`src/rtl/dmem_arb_pkg.sv`:
```
// Shared types and constants for the data-memory arbiter.
package dmem_arb_pkg;

    // Arbitration priority / ownership state.
    typedef enum logic [1:0] {
        ST_CPU_PRIO,
        ST_DBG_PRIO,
        ST_DBG_OWN
    } arb_state_e;

    // Which requester the read data returning next cycle belongs to.
    typedef enum logic [1:0] {
        RSP_NONE,
        RSP_CPU,
        RSP_DBG
    } rsp_src_e;

    localparam int WORD_BYTES = 4;
    localparam int LANE_BITS  = 2;

endpackage

```
`src/rtl/dmem_rsp_pipe.sv`:
```
// Read-response tracking: remembers who was granted a read and routes the
// returning memory word (whole word to the CPU, one byte lane to debug).
module dmem_rsp_pipe
    import dmem_arb_pkg::*;
(
    input  logic                 clk,
    input  logic                 rst,
    input  logic                 cpu_gnt,
    input  logic                 cpu_we,
    input  logic                 dbg_gnt,
    input  logic [LANE_BITS-1:0] dbg_lane,
    input  logic [31:0]          mem_rdata,
    output logic                 cpu_rvalid,
    output logic [31:0]          cpu_rdata,
    output logic                 dbg_rvalid,
    output logic [7:0]           dbg_rdata
);

    rsp_src_e             rsp_src_q;
    logic [LANE_BITS-1:0] rsp_lane_q;

    // Record the source of each granted read; writes produce no response.
    always_ff @(posedge clk) begin
        // NOTE: sequential state uses non-blocking assignments so every register samples pre-edge values.
        if (rst) begin
            rsp_src_q <= RSP_NONE;
        end else if (cpu_gnt && !cpu_we) begin
            rsp_src_q <= RSP_CPU;
        end else if (dbg_gnt) begin
            rsp_src_q <= RSP_DBG;
        end else begin
            rsp_src_q <= RSP_NONE;
        end
    end

    // Latch the byte lane of a debug read for the returning word.
    always_ff @(posedge clk) begin
        // NOTE: rsp_lane_q is pure data qualified by rsp_src_q, so it deliberately has no reset.
        if (dbg_gnt) begin
            rsp_lane_q <= dbg_lane;
        end
    end

    // NOTE: rvalids are also gated by rst so a response captured just before reset is dropped.
    assign cpu_rvalid = !rst && (rsp_src_q == RSP_CPU);
    assign dbg_rvalid = !rst && (rsp_src_q == RSP_DBG);
    assign cpu_rdata  = mem_rdata;
    assign dbg_rdata  = mem_rdata[{rsp_lane_q, 3'b000} +: 8];

endmodule

```
`src/rtl/dmem_arbiter.sv`:
```
// Arbitrates the single-port data memory between the CPU load/store port
// and the 8-bit UART debug readout port, with starvation promotion for debug.
module dmem_arbiter
    import dmem_arb_pkg::*;
#(
    parameter int DMEM_BYTE_ADDR_WIDTH = 6,
    parameter int MAX_WAIT             = 4
) (
    input  logic                              clk,
    input  logic                              rst,
    input  logic                              dbg_own,
    input  logic                              cpu_req,
    input  logic                              cpu_we,
    input  logic [DMEM_BYTE_ADDR_WIDTH-3:0]   cpu_addr,
    input  logic [31:0]                       cpu_wdata,
    input  logic [WORD_BYTES-1:0]             cpu_wstrb,
    output logic                              cpu_gnt,
    output logic                              cpu_rvalid,
    output logic [31:0]                       cpu_rdata,
    input  logic                              dbg_req,
    input  logic [DMEM_BYTE_ADDR_WIDTH-1:0]   dbg_addr,
    output logic                              dbg_gnt,
    output logic                              dbg_rvalid,
    output logic [7:0]                        dbg_rdata,
    output logic                              mem_en,
    output logic                              mem_we,
    output logic [DMEM_BYTE_ADDR_WIDTH-3:0]   mem_addr,
    output logic [31:0]                       mem_wdata,
    output logic [WORD_BYTES-1:0]             mem_wstrb,
    input  logic [31:0]                       mem_rdata
);

    localparam logic [3:0] WAIT_LAST = 4'(MAX_WAIT - 1);

    arb_state_e state_q;
    arb_state_e state_d;
    logic [3:0] wait_cnt_q;

    // Grants: dbg_own overrides everything, then the state decides priority.
    always_comb begin
        // NOTE: defaults first so every path assigns every output and no latch is inferred.
        cpu_gnt = 1'b0;
        dbg_gnt = 1'b0;
        if (rst) begin
            cpu_gnt = 1'b0;
            dbg_gnt = 1'b0;
        end else if (dbg_own) begin
            dbg_gnt = dbg_req;
        end else if (state_q != ST_CPU_PRIO) begin
            dbg_gnt = dbg_req;
            cpu_gnt = cpu_req && !dbg_req;
        end else begin
            cpu_gnt = cpu_req;
            dbg_gnt = dbg_req && !cpu_req;
        end
    end

    // Next-state: ownership entry/exit and starvation promotion.
    always_comb begin
        state_d = state_q;
        if (dbg_own) begin
            state_d = ST_DBG_OWN;
        end else begin
            case (state_q)
                ST_DBG_OWN:  state_d = ST_CPU_PRIO;
                ST_CPU_PRIO: if (dbg_req && !dbg_gnt && wait_cnt_q == WAIT_LAST)
                                 state_d = ST_DBG_PRIO;
                ST_DBG_PRIO: if (dbg_gnt || !dbg_req)
                                 state_d = ST_CPU_PRIO;
                default:     state_d = ST_CPU_PRIO;
            endcase
        end
    end

    // State register.
    always_ff @(posedge clk) begin
        if (rst) begin
            state_q <= ST_CPU_PRIO;
        end else begin
            state_q <= state_d;
        end
    end

    // Count consecutive denied debug cycles, saturating at the promotion point.
    always_ff @(posedge clk) begin
        if (rst || dbg_own || !dbg_req || dbg_gnt) begin
            wait_cnt_q <= 4'd0;
        end else if (wait_cnt_q < WAIT_LAST) begin
            wait_cnt_q <= wait_cnt_q + 4'd1;
        end
    end

    assign mem_en    = cpu_gnt || dbg_gnt;
    assign mem_we    = cpu_gnt && cpu_we;
    assign mem_addr  = cpu_gnt ? cpu_addr : dbg_addr[DMEM_BYTE_ADDR_WIDTH-1:LANE_BITS];
    assign mem_wdata = cpu_wdata;
    assign mem_wstrb = mem_we ? cpu_wstrb : '0;

    dmem_rsp_pipe u_rsp_pipe (
        .clk        (clk),
        .rst        (rst),
        .cpu_gnt    (cpu_gnt),
        .cpu_we     (cpu_we),
        .dbg_gnt    (dbg_gnt),
        .dbg_lane   (dbg_addr[LANE_BITS-1:0]),
        .mem_rdata  (mem_rdata),
        .cpu_rvalid (cpu_rvalid),
        .cpu_rdata  (cpu_rdata),
        .dbg_rvalid (dbg_rvalid),
        .dbg_rdata  (dbg_rdata)
    );

endmodule

```
`config.mk`:
```
export PLATFORM = sky130hd
export DESIGN_NAME = dmem_arbiter
export DESIGN_NICKNAME = d
export VERILOG_FILES = /design/src/rtl/dmem_arb_pkg.sv /design/src/rtl/dmem_rsp_pipe.sv /design/src/rtl/dmem_arbiter.sv
export SDC_FILE = /design/constraint.sdc
export NUM_CORES = 1
export LEC_CHECK = 0
export ABC_AREA = 1
export BUFFER_PORTS_ARGS = -buffer_cell sky130_fd_sc_hd__buf_4
export CAP_MARGIN = 20
export CORE_MARGIN = 2
export CORE_UTILIZATION = 32
export CTS_CLUSTER_SIZE = 10
export DETAILED_ROUTE_END_ITERATION = 10
export HOLD_SLACK_MARGIN = 0.15
export PLACE_DENSITY = 0.9
export SETUP_SLACK_MARGIN = 0.02
export SYNTH_ARGS = -nofsm -noshare
export SYNTH_HDL_FRONTEND = slang
export SYNTH_SLANG_ARGS = --single-unit
export TNS_END_PERCENT = 1
```
`constraint.sdc`:
```
create_clock -name clk -period 1.17 [get_ports clk]
set_input_delay 0.234 -clock clk [delete_from_list [all_inputs] [get_ports clk]]
set_output_delay 0.234 -clock clk [all_outputs]
set_load 0.02 [all_outputs]
```
==> qor.log <==
qor: synthesis.synth_async_sr_flop_share 0%
qor: synthesis.netlist_top_cells_count sky130_fd_sc_hd__buf_4, sky130_fd_sc_hd__nor2_1, sky130_fd_sc_hd__o21ai_1, sky130_fd_sc_hd__nand2_1, sky130_fd_sc_hd__inv_1
qor: clock_network.holdBufCountCts 0
qor: critical_path.critPathKind reg -> out
qor: place.post_dp_cell_area 1720 µm²
qor: critical_path.worst_setup_path_end_kind output port
qor: global_route.first_global_vias 1,024
qor: synthesis.postSynthAreaPerCell 6.99 µm²
qor: sta.timing_hold_violations_final 0
qor: global_route.antenna_violations_before_repair 0
qor: sta.finalMaxSlewViolations 0
qor: synthesis.post_synth_num_cell_types 23
qor: detailed_routing.vias_per_cell 4.47
qor: finish.stdcell_area 1960 µm²
qor: power.static-leakage-power 0.966 nW
qor: critical_path.longest_individual_stage_delay_on_the_worst_path 0.44 ns
qor: synthesis.synth.cell_area 1330 µm²
qor: power.power_per_cell_area 714 nW/µm²
qor: sta.worst-slew-pin-transition 0.257 ns
qor: clock_network.worst_setup_hold_path_clk_slew 0.05 ns
qor: detailed_routing.detail_route.wirelength 3540 µm
qor: detailed_routing.vias 1,288
qor: clock_network.clockBufferDepth 2
qor: critical_path.crit-reg2reg-launch state_q[0]$_SDFFE_PP0P_
qor: sta.period_needed 1.55 ns
qor: floorplan.floorplan.initialDensity 33.2%
qor: critical_path.cell_depth_of_the_worst_setup_path 5
qor: place.pre_cts_ws -0.141 ns
qor: detailed_routing.detailedRoute.firstIterationViolations 16
qor: floorplan.fp.dieW 68.4 µm
qor: clock_network.clock-root-buffer sky130_fd_sc_hd__clkbuf_8
qor: sta.total_of_endpoints_with_negative_setup_slack_in_the_final_report 19
qor: synthesis.ys_dominant_reg_cell sky130_fd_sc_hd__dfxtp_1
qor: place.place_hpwl 2880 µm
qor: critical_path.crit_path_max_fanout 7
qor: synthesis.number_of_nets_in_the_synthesized_netlist 275
qor: hold_path.holdCritPathClass in -> reg
qor: global_route.globalRouteOverflowTotal 0
qor: clock_network.numCtsBuffers 3
qor: critical_path.regToRegEndpoint u_rsp_pipe.rsp_lane_q[1]$_DFFE_PP_
qor: sta.layout_worst_path_cycle_share 133%
qor: finish.syn_to_final_growth 47.4%
qor: power.ir_drop 0.442 mV
qor: floorplan.num_rows 23
qor: synthesis.number_of_enable_type_register_cells_in_the_synthesized_netlist 2
qor: global_route.track_usage 12.3%
qor: synthesis.synthDominantCellAreaShare 36.2%
qor: clock_network.h-tree-depth 1
qor: critical_path.cp-start-kind flip-flop
qor: detailed_routing.wl_per_cell 12.3 µm
qor: critical_path.crit_required 0.94 ns
qor: critical_path.worst_path_most_repeated_cell sky130_fd_sc_hd__buf_6
qor: synthesis.most_frequent_cell_after_synthesis sky130_fd_sc_hd__buf_4
qor: finish.diodes 0
qor: sta.clock-skew-final 0.00190 ns
qor: critical_path.worst-path-buf-inv 3
qor: sta.fmax 0.645 GHz
qor: floorplan.floorplan.die_area 4680 µm²
qor: critical_path.critical_path.cell_chain buf_6, inv_6, o21ai_1, o21ai_2, buf_6
qor: critical_path.worst_setup_path_startpoint u_rsp_pipe.rsp_lane_q[0]$_DFFE_PP_
qor: place.buffer_ports.inserted 105
qor: clock_network.worstSkewPairLatency 0.23 ns
qor: detailed_routing.antenna_violating_nets_post_route 0
qor: critical_path.crit_family flip-flops
qor: place.finalWeightedCongestion 0.696
qor: synthesis.synth_seq_cells 10
qor: clock_network.cts_tree done
qor: sta.rsz_0062_raised_after_global_routing true
qor: critical_path.cp.arrival 1.32 ns
qor: sta.max_slew_margin 82.8%
qor: critical_path.capturing_instance_or_port_of_the_critical_path dbg_rdata[4]
qor: flow_run.maxCapViolCount 0
qor: critical_path.library_cell_contributing_the_largest_single_delay_on_the_critical_path sky130_fd_sc_hd__edfxtp_1
qor: floorplan.die_h 68.4 µm
qor: clock_network.clock_sink_count 10
qor: sta.post-route-worst-setup-slack -0.380 ns
qor: global_route.maximum_number_of_pins_on_one_net_before_global_route_repair 16
qor: synthesis.post_synth_main_area_contributors sky130_fd_sc_hd__buf_4, sky130_fd_sc_hd__dfxtp_1, sky130_fd_sc_hd__o21ai_1, sky130_fd_sc_hd__nor2_1, sky130_fd_sc_hd__edfxtp_1
qor: power.totalPowerFinal 1.40 mW
qor: status.status finished, violations left
qor: global_route.grt_pass1_wl 4260 µm
qor: critical_path.reg2regPathDepth 4
qor: finish.num-nets-final 325
qor: floorplan.core_area 4000 µm²
qor: synthesis.yosys_synthesis_warning_count 0
qor: status.failed_checks negative setup slack
qor: detailed_routing.first_pass_drt_iterations 4
qor: finish.layout-drive-gt1-share 72.3%
qor: floorplan.num_io_pins 170
qor: synthesis.seq_area_frac_synth 16.6%
qor: critical_path.reg_to_reg_slack_setup 0.17 ns
qor: detailed_routing.drt_drc_violations_left 0
qor: synthesis.synth_top_cell_by_area sky130_fd_sc_hd__buf_4
qor: synthesis.post_synth_inst_count 190
qor: finish.filler_cell_count 401
==> metal layers <==
layer | part of all wire (%) | track usage (%) | up-vias
li1 | - | - | 634
met3 | 12 | 3.29 | 4
met5 | 0 | 0 | -
met2 | 52 | 21.4 | 85
met1 | 35 | 13.4 | 565
met4 | 1.4 | 6.75 | 0
==> cell type report <==
type                    count  area (µm²)  area share [%]
flip-flops and latches     10         223            11.4
multi-input cells          94         654            33.4
clock buffers               3        41.3            2.11
repair inverters            1        8.76           0.448
repair buffers            113         891            45.5
inverters                  17        76.3            3.90
well taps                  50        62.6            3.20
==> flip-flops by register name (all words and copies together) (netlist names) <==
name                   count
u_rsp_pipe.rsp_lane_q      2
u_rsp_pipe.rsp_src_q       2
state_q                    2
wait_cnt_q                 4
==> layout by cell type (no fill, tap or decap), drive strengths merged <==
master | netlist | routed
inv | 17 | 17
clkinv | 0 | 1
a21oi | 5 | 5
dfxtp | 8 | 8
nand2 | 16 | 16
edfxtp | 2 | 2
ha | 1 | 1
clkbuf | 0 | 3
nand3 | 8 | 8
buf | 69 | 113
nor3 | 3 | 3
o21ai | 24 | 24
nor2 | 37 | 37
==> timing repair <==
item | in CTS | in global routing
endpoints found under the setup margin | 19 | 20
setup buffers | 0 | 1
cloned | 0 | 2
resized for setup | 7 | 39
pin swaps | 2 | 4
==> cell families (layout without fill, tap and decap cells) <==
kind of cell	Yosys count	count (layout)	synth area share [%]
compound gates	29	29	11.8
fa+ha+maj	1	1	0.942
buf+inv	86	134	45.6
flops	10	10	16.6
simple gates	64	64	25.1
==> where the power goes <==
part | switching (mW) | internal, mW | leakage (nW)
registers | 0.00528 | 0.362 | 0.0845
clock network | 0.128 | 0.225 | 0.0216
logic | 0.351 | 0.327 | 0.860
total | 0.484 | 0.914 | 0.966
==> through the flow <==
step / std cells / hold slack (ns) / setup TNS, ns / util [%]
6_report: 288 / 0.183 / -4.71 / 48.9
5_1_grt: 288 / 0.181 / -5.98 / 48.9
4_1_cts: 285 / 0.178 / -4.88 / 44.8
3_5_place_dp: 282 / 0.422 / -1.57 / 43.1
3_3_place_gp: 282 / 0.426 / -1.10 / 43.1
2_1_floorplan: 190 / 0.306 / -0.104 / -
==> worst min path at each step <==
stage / startpoint / to / slack [ns] / cells past startpoint
after floorplan: cpu_we / u_rsp_pipe.rsp_src_q[0]$_SDFF_PP0_ / 0.31 / 1
after global placement: cpu_we / u_rsp_pipe.rsp_src_q[0]$_SDFF_PP0_ / 0.43 / 2
after detailed placement: dbg_addr[0] / u_rsp_pipe.rsp_lane_q[0]$_DFFE_PP_ / 0.42 / 1
after CTS: dbg_addr[0] / u_rsp_pipe.rsp_lane_q[0]$_DFFE_PP_ / 0.18 / 1
after global routing: dbg_addr[0] / u_rsp_pipe.rsp_lane_q[0]$_DFFE_PP_ / 0.18 / 1
final: cpu_we / u_rsp_pipe.rsp_src_q[0]$_SDFF_PP0_ / 0.18 / 2
(Power assumes the default switching activity.)
